`src/rtl/line_clear_engine_pkg.sv`:
```
// Shared playfield definitions for the line-clear engine.
// Holds the grid geometry, cell colour codes (also used by the VGA renderer),
// the engine FSM state type and the row/col -> BRAM address helper.
package line_clear_engine_pkg;

   localparam int GRID_COLS = 20;
   localparam int GRID_ROWS = 15;
   localparam int ADDR_W    = 10;
   localparam int CELL_W    = 4;
   localparam int COL_W     = 5;
   localparam int ROW_W     = 4;

   // Cell colour codes
   localparam logic [CELL_W-1:0] CELL_EMPTY  = 4'h0;
   localparam logic [CELL_W-1:0] CELL_CYAN   = 4'h1;
   localparam logic [CELL_W-1:0] CELL_BLUE   = 4'h2;
   localparam logic [CELL_W-1:0] CELL_ORANGE = 4'h3;
   localparam logic [CELL_W-1:0] CELL_YELLOW = 4'h4;
   localparam logic [CELL_W-1:0] CELL_GREEN  = 4'h5;
   localparam logic [CELL_W-1:0] CELL_PURPLE = 4'h6;
   localparam logic [CELL_W-1:0] CELL_RED    = 4'h7;

   localparam logic [COL_W-1:0] COL_LAST = COL_W'(GRID_COLS - 1);
   localparam logic [COL_W-1:0] COL_END  = COL_W'(GRID_COLS);
   localparam logic [ROW_W-1:0] ROW_LAST = ROW_W'(GRID_ROWS - 1);

   typedef enum logic [2:0] {
      ST_IDLE,
      ST_READ,
      ST_EVAL,
      ST_WRITE,
      ST_FILL,
      ST_DONE
   } lce_state_e;

   // addr = row*GRID_COLS + col
   function automatic logic [ADDR_W-1:0] cell_addr(input logic [ROW_W-1:0] row,
                                                   input logic [COL_W-1:0] col);
      return ADDR_W'(row) * ADDR_W'(GRID_COLS) + ADDR_W'(col);
   endfunction

endpackage

```
`src/rtl/line_clear_engine_linebuf.sv`:
```
// One-row line buffer: GRID_COLS cells of CELL_W bits.
// Ports: clk_i/rst_ni clock and async active-low reset; wr_en_i/wr_idx_i/wr_data_i
// write one cell; rd_idx_i/rd_data_o combinational read (out-of-range reads give
// CELL_EMPTY).
module line_clear_engine_linebuf
   import line_clear_engine_pkg::*;
(
   input  logic              clk_i,
   input  logic              rst_ni,
   input  logic              wr_en_i,
   input  logic [COL_W-1:0]  wr_idx_i,
   input  logic [CELL_W-1:0] wr_data_i,
   input  logic [COL_W-1:0]  rd_idx_i,
   output logic [CELL_W-1:0] rd_data_o
);

   logic [CELL_W-1:0] cell_q [GRID_COLS];

   always_ff @(posedge clk_i or negedge rst_ni) begin
      if (!rst_ni) begin
         for (int i = 0; i < GRID_COLS; i++) cell_q[i] <= CELL_EMPTY;
      end else if (wr_en_i && (wr_idx_i < COL_END)) begin
         cell_q[wr_idx_i] <= wr_data_i;
      end
   end

   assign rd_data_o = (rd_idx_i < COL_END) ? cell_q[rd_idx_i] : CELL_EMPTY;

endmodule

```
`src/rtl/line_clear_engine.sv`:
```
// Line-clear engine: after a piece locks, scans the playfield BRAM bottom-up,
// drops full rows, compacts the remaining rows downward and fills the vacated
// top rows with CELL_EMPTY.
// Ports: i_Clk/i_Rst_L clock and async active-low reset; i_Start run request
// (IDLE only); o_Busy/o_Done status; o_Lines_Cleared rows removed in last run;
// o_Rd_Addr/i_Rd_Data BRAM read port (1-cycle latency); o_Wr_Addr/o_Wr_Data/
// o_Wr_En BRAM write port. All outputs are registered.
module line_clear_engine
   import line_clear_engine_pkg::*;
(
   input  logic              i_Clk,
   input  logic              i_Rst_L,
   input  logic              i_Start,
   output logic              o_Busy,
   output logic              o_Done,
   output logic [3:0]        o_Lines_Cleared,
   output logic [ADDR_W-1:0] o_Rd_Addr,
   input  logic [CELL_W-1:0] i_Rd_Data,
   output logic [ADDR_W-1:0] o_Wr_Addr,
   output logic [CELL_W-1:0] o_Wr_Data,
   output logic              o_Wr_En
);

   lce_state_e        state_q, state_d;
   logic [ROW_W-1:0]  src_q, src_d, dst_q, dst_d;
   logic              dst_uf_q, dst_uf_d;
   logic [COL_W-1:0]  col_q, col_d;
   logic              full_q, full_d;
   logic [3:0]        cnt_q, cnt_d;

   logic              busy_q, busy_d, done_q, done_d, wr_en_q, wr_en_d;
   logic [3:0]        lines_q, lines_d;
   logic [ADDR_W-1:0] rd_addr_q, rd_addr_d, wr_addr_q, wr_addr_d;
   logic [CELL_W-1:0] wr_data_q, wr_data_d;

   logic              advance, dec_dst;
   logic [CELL_W-1:0] buf_rd;

   // Capture side trails the address side by one cycle: col N captures cell N-1.
   line_clear_engine_linebuf u_linebuf (
      .clk_i     (i_Clk),
      .rst_ni    (i_Rst_L),
      .wr_en_i   ((state_q == ST_READ) && (col_q != '0)),
      .wr_idx_i  (col_q - 5'd1),
      .wr_data_i (i_Rd_Data),
      .rd_idx_i  (col_d),
      .rd_data_o (buf_rd)
   );

   always_ff @(posedge i_Clk or negedge i_Rst_L) begin
      if (!i_Rst_L) begin
         state_q   <= ST_IDLE;
         src_q     <= ROW_LAST;
         dst_q     <= ROW_LAST;
         dst_uf_q  <= 1'b0;
         col_q     <= '0;
         full_q    <= 1'b0;
         cnt_q     <= '0;
         busy_q    <= 1'b0;
         done_q    <= 1'b0;
         lines_q   <= '0;
         rd_addr_q <= '0;
         wr_addr_q <= '0;
         wr_data_q <= '0;
         wr_en_q   <= 1'b0;
      end else begin
         state_q   <= state_d;
         src_q     <= src_d;
         dst_q     <= dst_d;
         dst_uf_q  <= dst_uf_d;
         col_q     <= col_d;
         full_q    <= full_d;
         cnt_q     <= cnt_d;
         busy_q    <= busy_d;
         done_q    <= done_d;
         lines_q   <= lines_d;
         rd_addr_q <= rd_addr_d;
         wr_addr_q <= wr_addr_d;
         wr_data_q <= wr_data_d;
         wr_en_q   <= wr_en_d;
      end
   end

   always_comb begin
      state_d  = state_q;
      src_d    = src_q;
      dst_d    = dst_q;
      dst_uf_d = dst_uf_q;
      col_d    = col_q;
      full_d   = full_q;
      cnt_d    = cnt_q;
      lines_d  = lines_q;
      advance  = 1'b0;
      dec_dst  = 1'b0;

      unique case (state_q)
         ST_IDLE: if (i_Start) begin
            cnt_d    = '0;
            lines_d  = '0;
            src_d    = ROW_LAST;
            dst_d    = ROW_LAST;
            dst_uf_d = 1'b0;
            full_d   = 1'b1;
            col_d    = '0;
            state_d  = ST_READ;
         end
         ST_READ: begin
            if ((col_q != '0) && (i_Rd_Data == CELL_EMPTY)) full_d = 1'b0;
            if (col_q == COL_END) begin
               col_d   = '0;
               state_d = ST_EVAL;
            end else begin
               col_d = col_q + 5'd1;
            end
         end
         ST_EVAL: begin
            if (full_q) begin
               cnt_d   = cnt_q + 4'd1;
               advance = 1'b1;
            end else if (src_q == dst_q) begin
               advance = 1'b1;
               dec_dst = 1'b1;
            end else begin
               state_d = ST_WRITE;
            end
         end
         ST_WRITE: begin
            if (col_q == COL_LAST) begin
               advance = 1'b1;
               dec_dst = 1'b1;
            end else begin
               col_d = col_q + 5'd1;
            end
         end
         ST_FILL: begin
            if (col_q == COL_LAST) begin
               col_d = '0;
               if (dst_q == '0) begin
                  dst_uf_d = 1'b1;
                  state_d  = ST_DONE;
               end else begin
                  dst_d = dst_q - 4'd1;
               end
            end else begin
               col_d = col_q + 5'd1;
            end
         end
         ST_DONE: state_d = ST_IDLE;
         default: state_d = ST_IDLE;
      endcase

      // Shared row step for EVAL and WRITE. src only decrements past row 0
      // once the scan is over, so its underflow needs no stored flag.
      if (advance) begin
         col_d = '0;
         if (dec_dst) begin
            if (dst_q == '0) dst_uf_d = 1'b1;
            else             dst_d    = dst_q - 4'd1;
         end
         if (src_q == '0) begin
            state_d = dst_uf_d ? ST_DONE : ST_FILL;
         end else begin
            src_d   = src_q - 4'd1;
            full_d  = 1'b1;
            state_d = ST_READ;
         end
      end

      // Outputs are registered from next-state values so they line up with
      // the state they belong to.
      busy_d    = (state_d != ST_IDLE);
      done_d    = (state_d == ST_DONE);
      if (state_d == ST_DONE) lines_d = cnt_d;
      wr_en_d   = (state_d == ST_WRITE) || (state_d == ST_FILL);
      wr_addr_d = wr_en_d ? cell_addr(dst_d, col_d) : wr_addr_q;
      wr_data_d = (state_d == ST_WRITE) ? buf_rd : CELL_EMPTY;
      rd_addr_d = ((state_d == ST_READ) && (col_d < COL_END)) ? cell_addr(src_d, col_d)
                                                               : rd_addr_q;
   end

   assign o_Busy          = busy_q;
   assign o_Done          = done_q;
   assign o_Lines_Cleared = lines_q;
   assign o_Rd_Addr       = rd_addr_q;
   assign o_Wr_Addr       = wr_addr_q;
   assign o_Wr_Data       = wr_data_q;
   assign o_Wr_En         = wr_en_q;

endmodule

```
`config.mk`:
```
export PLATFORM = sky130hd
export DESIGN_NAME = line_clear_engine
export DESIGN_NICKNAME = d
export VERILOG_FILES = /design/src/rtl/line_clear_engine_pkg.sv /design/src/rtl/line_clear_engine_linebuf.sv /design/src/rtl/line_clear_engine.sv
export SDC_FILE = /design/constraint.sdc
export NUM_CORES = 1
export LEC_CHECK = 0
export ABC_AREA = 1
export CORE_ASPECT_RATIO = 0.8
export CORE_UTILIZATION = 35
export CTS_BUF_LIST = sky130_fd_sc_hd__clkbuf_4
export CTS_CLUSTER_SIZE = 8
export DETAILED_ROUTE_END_ITERATION = 7
export PLACE_DENSITY = 0.57
export SLEW_MARGIN = 5
export SYNTH_ARGS = -nofsm -noshare
export SYNTH_HDL_FRONTEND = slang
export SYNTH_HIERARCHICAL = 1
export SYNTH_SLANG_ARGS = --single-unit
export TNS_END_PERCENT = 10
```
`constraint.sdc`:
```
create_clock -name i_Clk -period 6.15 [get_ports i_Clk]
set_input_delay 1.5375 -clock i_Clk [delete_from_list [all_inputs] [get_ports i_Clk]]
set_output_delay 1.5375 -clock i_Clk [all_outputs]
set_load 0.01 [all_outputs]
```
==> qor_table.md, run 1 <==
| Parameter | Reported |
|:---|:---|
| Overall global routing resource usage | 18.7% |
| DPL Wire Length | 13100 um |
| Commonest non-fill, non-tap cell in the layout | nand2_1 |
| Routed WL | 19000 um |
| P_leak | 0.00437 uW |
| Clock Skew | 0.0235 ns |
| H-tree levels | 4 |
| Max Clock Freq | 0.249 GHz |
| Router iterations before antenna repair | 5 |
| Final Worst Setup Slack | 2.13 ns |
| Die Width | 163 um |
| Core footprint | 20100 um2 |
| Number of CTS-inserted buffers | 17 |
| Post-synthesis sequential area ratio | 45.7% |
| Fin crit period | 4.02 ns |
| Worst relative slew slack | 44.4% |
| Cell area power density | 629 nW/um2 |
| WP data required | 6.65 ns |
| Root Driver | clkbuf_4 |
| Top fanout value on the critical path | 10 |
| Worst vdd ir | 260 uV |
| Hold-fix buffers, CTS | 0 |
| Standard cell with the maximum stage delay on the critical path | fa_1 |
| Clock-pin slew reported for the worst setup and hold paths after clock tree synthesis | 0.12 ns |
| Endpoints failing hold | 0 |
| Critical path, cell by cell | clkdlybuf4s50_1, inv_1, nor3_4, inv_2, nand3_1, nand2_1, inv_1, ha_1, ha_1, fa_1, nand3b_1, nand3b_1, inv_1, nand3_1, nand2_1 |
| Via count | 6199 |
| Total design power | 5170 uW |
| Number of I/O port buffers | 37 |
| Transition time of the tightest slew-check pin | 0.833 ns |
| Number of placed I/O pins | 38 |
| Number of standard cells after synthesis | 972 |
| Crit path arrival time | 4.52 ns |
| Worst hold slack | 0.485 ns |
| Most frequent cell on the critical path | inv_1 |
| Global-route wire length before repair | 31200 um |
| Starting Density | 36.2% |
| Synth Cell Area | 7290 um2 |
| Run status | finished clean |
| DRC violations left | 0 |
| Final net count | 1042 |
| Number of core rows | 46 |
| Via density per instance | 4.81 |
| Fin. max-slew vios | 0 |
| Biggest cell delay along the critical path | 0.55 ns |
| RSZ-0062 raised after global routing | no |
| Vertical die dimension | 131 um |
| Number of setup violations in the final report | 0 |
| Pin count of the biggest net entering global routing | 87 |
| Share of final-layout standard cells stronger than drive strength 1 | 8.21% |
| Seq cells post-synth | 133 |
| Average routed wire per standard cell | 14.8 um |
| Post-synthesis net count | 1004 |
| Per-instance average area after synthesis | 7.50 um2 |
| Final worst path period share | 65.3% |
| Via count of the first global-routing pass | 5715 |
| DR iter-0 viols | 559 |
| Source-to-sink clock delay at the later pin of the worst-skew pair | 0.57 ns |
| PostCTS Resize Cnt | 0 |
| Yosys synthesis warning count | 6 |
| Max-cap viol count | 0 |
| Total die area | 21400 um2 |
| Number of distinct library cell variants in the gate-level netlist after synthesis | 41 |
| Minimum setup slack after placement | 1.57 ns |
| Deepest clock path buffer count | 2 |
| Number of antenna violations at the first check in global routing | 1 |
| Critical Setup Path Class | in -> reg |
| Remaining number of nets flagged by the antenna check after routing | 0 |
| Total congestion overflow after global routing | 0 |
| TNS Setup | 0 ns |
| Clk sink count | 133 |
| Commonest cells after routing, fill and taps aside | 353 x nand2_1, 127 x dfrtp_1, 124 x inv_1, 93 x o21ai_0, 78 x nand3_1 |
| Endpoint type of the worst setup path | register |
| Critical Path Start Type | primary input |
| Final core utilization | 40.8% |
| Post-CTS setup buffers | 0 |
| CTS tree | yes |
| RD Place Congestion | 0.890 |
| Filler cell count in the final layout | 2121 |
| Hold Path Class | reg -> reg |
| Area growth from synthesis to layout | 12.7% |
[worst max-delay path: cells and delay by family]
kind	cells	cell delay, ns
adders and majority gates	3	1.04
and+or+nand+nor	7	1.01
buffers and inverters	5	0.92
[synth_stat cells]
| master | instances | area share (%) |
|---|---|---|
| dfstp_2 | 6 | 2.2 |
| o32ai_1 | 1 | 0.12 |
| clkbuf_1 | 16 | 0.82 |
| nor2_2 | 5 | 0.43 |
| nand2_4 | 4 | 0.62 |
| nand2_2 | 9 | 0.77 |
| nor4_1 | 1 | 0.086 |
| nor2_1 | 36 | 1.9 |
| a311oi_1 | 1 | 0.12 |
| a211oi_1 | 2 | 0.21 |
| nand2_1 | 353 | 18 |
| a21oi_1 | 8 | 0.55 |
| xor2_1 | 7 | 0.84 |
| nor3_1 | 9 | 0.62 |
| xnor2_1 | 1 | 0.12 |
| ha_1 | 21 | 3.6 |
| a21boi_4 | 1 | 0.26 |
| buf_1 | 1 | 0.051 |
| nand3_1 | 78 | 5.4 |
| nand4_1 | 7 | 0.60 |
| or2_2 | 1 | 0.086 |
| buf_6 | 1 | 0.15 |
| and2_0 | 1 | 0.086 |
| nand3_2 | 2 | 0.27 |
| nor3_4 | 5 | 1.1 |
| nand3b_1 | 2 | 0.21 |
| a21boi_0 | 1 | 0.10 |
| o21ai_0 | 93 | 6.4 |
| o21ai_2 | 1 | 0.12 |
| a21o_1 | 2 | 0.21 |
| dfrtp_1 | 127 | 44 |
| nor2_4 | 1 | 0.15 |
| fa_1 | 4 | 1.1 |
| inv_1 | 124 | 6.4 |
| and3_1 | 2 | 0.17 |
| inv_2 | 12 | 0.62 |
| o21ai_1 | 13 | 0.89 |
| o22ai_1 | 7 | 0.60 |
| a31oi_1 | 2 | 0.17 |
| buf_2 | 3 | 0.21 |
| clkbuf_2 | 1 | 0.069 |
[cells by family (layout without fill, tap and decap cells)]
family | Yosys count | after routing | synth area share [%]
DFF | 133 | 133 | 45.7
AOI/OAI and AO/OA | 132 | 132 | 9.73
buffers and inverters | 158 | 209 | 8.30
adders and majority gates | 25 | 25 | 4.70
and+or+nand+nor | 516 | 516 | 30.6
other | 0 | 1 | 0
xor gates and xnor gates | 8 | 8 | 0.961
[flip-flops by register name (all words and copies together) (netlist names), 3 cells and up]
register,count
u_linebuf/cell_q,80
o_Rd_Addr,10
o_Wr_Addr,10
col_q,5
cnt_q,4
dst_q,4
o_Lines_Cleared,4
o_Wr_Data,4
src_q,4
state_q,3
[per-layer routing]
metal | routed length [um] | GRT usage (%)
met1 | 10400 | 30.0
met2 | 7480 | 24.6
met3 | 959 | 4.14
met4 | 200 | 4.88
met5 | 0 | 0
[per-stage QoR]
| stage | cell area, um2 | instances |
|---|---|---|
| after global routing | 8220 | 1288 |
| final | 8220 | 1288 |
| after CTS | 8220 | 1287 |
| after detailed placement | 7930 | 1255 |
| after floorplan | 7290 | 972 |
| after global placement | 7930 | 1255 |
[path summary, 6_finish.rpt]
kind	from	end	slack, ns	cells past startpoint
max in group asynchronous	i_Rst_L	u_linebuf/cell_q[37]	3.98	2
worst max register to register	dst_q[1]	o_Rd_Addr[9]	2.69	20
min in group asynchronous	i_Rst_L	u_linebuf/cell_q[60]	1.01	1
worst max-delay path	i_Start	o_Rd_Addr[9]	2.13	15
worst min register to register	o_Wr_Addr[2]	o_Wr_Addr[2]	0.48	2
worst min-delay path	o_Wr_Addr[2]	o_Wr_Addr[2]	0.48	2
[power by group]
group	total [uW]	switching [uW]	internal, uW
Combinational	3040	2010	1030
Sequential	1510	233	1280
Clock	620	371	249
[final cells by class]
class	instances	area, um2	share of cell area, %
tap	264	330	4.02
multi-input combinational	681	3360	40.8
antenna	1	2.50	0.0304
clock buffer	18	135	1.64
timing repair buffer	41	402	4.89
sequential	133	3340	40.6
clock inverter	14	150	1.83
inverter	136	510	6.21
No activity file was read; power rests on OpenSTA's default activity.
==> run 2, diff against run 1 <==
clock period = 3.75 ns   (was 6.15 ns; I/O delays follow)
==> run 2 against run 1 <==
Effect of this change:
- combinational power up 72%
- critical path depth up 4
- highest routed layer unchanged
- clock skew up 0.0046 ns
- largest power group unchanged
==> qor_table.md, run 2 (same netlist as run 1, synthesis figures left out) <==
| Parameter | Reported |
|:---|:---|
| Final worst path period share | 88.2% |
| Number of antenna violations at the first check in global routing | 1 |
| Router iterations before antenna repair | 5 |
| Crit path arrival time | 3.82 ns |
| Root Driver | clkbuf_4 |
| Number of placed I/O pins | 38 |
| Transition time of the tightest slew-check pin | 0.817 ns |
| Average routed wire per standard cell | 14.1 um |
| Final net count | 1063 |
| Clk sink count | 133 |
| Endpoints failing hold | 0 |
| Pin count of the biggest net entering global routing | 70 |
| RD Place Congestion | 0.857 |
| Flop pwr share | 28.2% |
| Remaining number of nets flagged by the antenna check after routing | 0 |
| Filler cell count in the final layout | 2097 |
| Critical Setup Path Class | reg -> reg |
| Share of final-layout standard cells stronger than drive strength 1 | 9.96% |
| Fraction of power consumed by the clock network | 12.0% |
| Critical Path Start Type | register |
| WP data required | 4.27 ns |
| Worst vdd ir | 470 uV |
| Total die area | 21400 um2 |
| Number of setup violations in the final report | 0 |
| RSZ-0062 raised after global routing | no |
| Finished layout cell area | 8420 um2 |
| Max Clock Freq | 0.302 GHz |
| Clock-pin slew reported for the worst setup and hold paths after clock tree synthesis | 0.13 ns |
| Area growth from synthesis to layout | 15.4% |
| Number of CTS-inserted buffers | 17 |
| Deepest clock path buffer count | 2 |
| Most flops, register | u_linebuf/cell_q |
| Switching portion of total power | 49.1% |
| Max-cap viol count | 0 |
| Clock Skew | 0.0282 ns |
| Number of core rows | 46 |
| Source-to-sink clock delay at the later pin of the worst-skew pair | 0.58 ns |
| Cell area power density | 1040 nW/um2 |
| Hold-fix buffers, CTS | 0 |
| PostCTS Resize Cnt | 0 |
| Via count | 6258 |
| Number of I/O port buffers | 37 |
| Endpoint type of the worst setup path | register |
| Internal cell power | 4440 uW |
| Via density per instance | 4.78 |
| P_leak | 0.00449 uW |
| Fin. max-slew vios | 0 |
| Final Worst Setup Slack | 0.444 ns |
| DRC violations left | 0 |
| Overall global routing resource usage | 18.6% |
| Top fanout value on the critical path | 7 |
| Hold Path Class | in -> async |
| Core footprint | 20100 um2 |
| Post-placement cell area | 8120 um2 |
| CTS tree | yes |
| Run status | finished clean |
| Vertical die dimension | 131 um |
| Via count of the first global-routing pass | 5742 |
| Logic depth of the worst register-to-register path | 19 |
| Commonest non-fill, non-tap cell in the layout | nand2_1 |
| DPL Wire Length | 13000 um |
| H-tree levels | 4 |
| Worst relative slew slack | 45.5% |
| Global-route wire length before repair | 30800 um |
| Routed WL | 18500 um |
| Fin crit period | 3.31 ns |
| Commonest cells after routing, fill and taps aside | 353 x nand2_1, 127 x dfrtp_1, 124 x inv_1, 93 x o21ai_0, 78 x nand3_1 |
| Die Width | 163 um |
| Starting Density | 36.2% |
| Flip-flop count of the largest register, all copies and words added | 80 |
| Net load switching power | 4280 uW |
| Fraction of power consumed by combinational cells | 59.8% |
| TNS Setup | 0 ns |
| Minimum setup slack after placement | -0.0551 ns |
| Post-CTS setup buffers | 0 |
| DR iter-0 viols | 532 |
| Total congestion overflow after global routing | 0 |
run 2: cell types whose count changed in the layout (fill, tap and decap cells not counted):
| cell | change |
|---|---|
| buf_12 | +2 |
| bufinv_16 | +1 |
| clkbuf_4 | +1 |
| clkinvlp_4 | -1 |
| clkinv_2 | +1 |
| clkinv_4 | -2 |
| inv_6 | -1 |
| clkinv_1 | +1 |
| buf_4 | +19 |
run 2: final timing paths:
path,from,slack [ns],endpoint
setup / recovery,src_q[1],0.44,o_Rd_Addr[9]
hold / removal,i_Rst_L,0.21,u_linebuf/cell_q[54]
setup reg to reg,src_q[1],0.44,o_Rd_Addr[9]
hold reg to reg,o_Wr_Addr[3],0.49,o_Wr_Addr[3]
max in group asynchronous,i_Rst_L,2.70,dst_q[2]
min in group i_Clk,o_Wr_Addr[3],0.49,o_Wr_Addr[3]
run 2: worst max-delay path, stage by stage (launching register included):
cell      delay (ns)
dfstp_2         0.57
inv_1           0.08
nand2_1         0.07
nand2_1         0.05
nor2_1          0.17
nand2_1         0.12
nand2_2         0.11
nand2_2         0.11
nand2_4         0.14
a21oi_1         0.09
nor3_1          0.22
inv_1           0.10
ha_1            0.21
ha_1            0.21
fa_1            0.54
nand3b_1        0.11
nand3b_1        0.19
inv_1           0.06
nand3_1         0.07
nand2_1         0.07
run 2: layout make-up:
cell class              count  area (um2)  share of cell area (%)
diodes                      1        2.50                  0.0297
clock buffers              19         143                    1.69
clock inverters            13         155                    1.84
inverters                 136         510                    6.07
multi-input cells         681        3360                    39.9
flip-flops and latches    133        3340                    39.6
well taps                 264         330                    3.92
repair buffers             62         584                    6.94
run 2: layer usage:
metal / global-route usage (%) / share of wire [%]
met1: 29.7 / 54
met2: 24.5 / 40
met3: 3.95 / 4.7
met4: 4.93 / 0.95
met5: 0 / 0
run 2: power groups by stage:
stage	sequential, uW	combinational [uW]	clock, uW
after global placement	2480	5190	0
after detailed placement	2480	5200	0
after floorplan	2450	3550	0
final	2460	5220	1050
after CTS	2460	5230	1090
after global routing	2540	5920	1150
run 2: through the flow:
| step | total power, uW | cells | utilization, % | hold WS (ns) |
|---|---|---|---|---|
| final | 8730 | 1309 | 41.8 | 0.209 |
| after global routing | 9600 | 1309 | 41.8 | 0.185 |
| after CTS | 8770 | 1308 | 41.8 | 0.193 |
| after detailed placement | 7680 | 1276 | 40.3 | 0.461 |
| after global placement | 7670 | 1276 | 40.3 | 0.453 |
| after floorplan | 6000 | 972 | - | 0.448 |
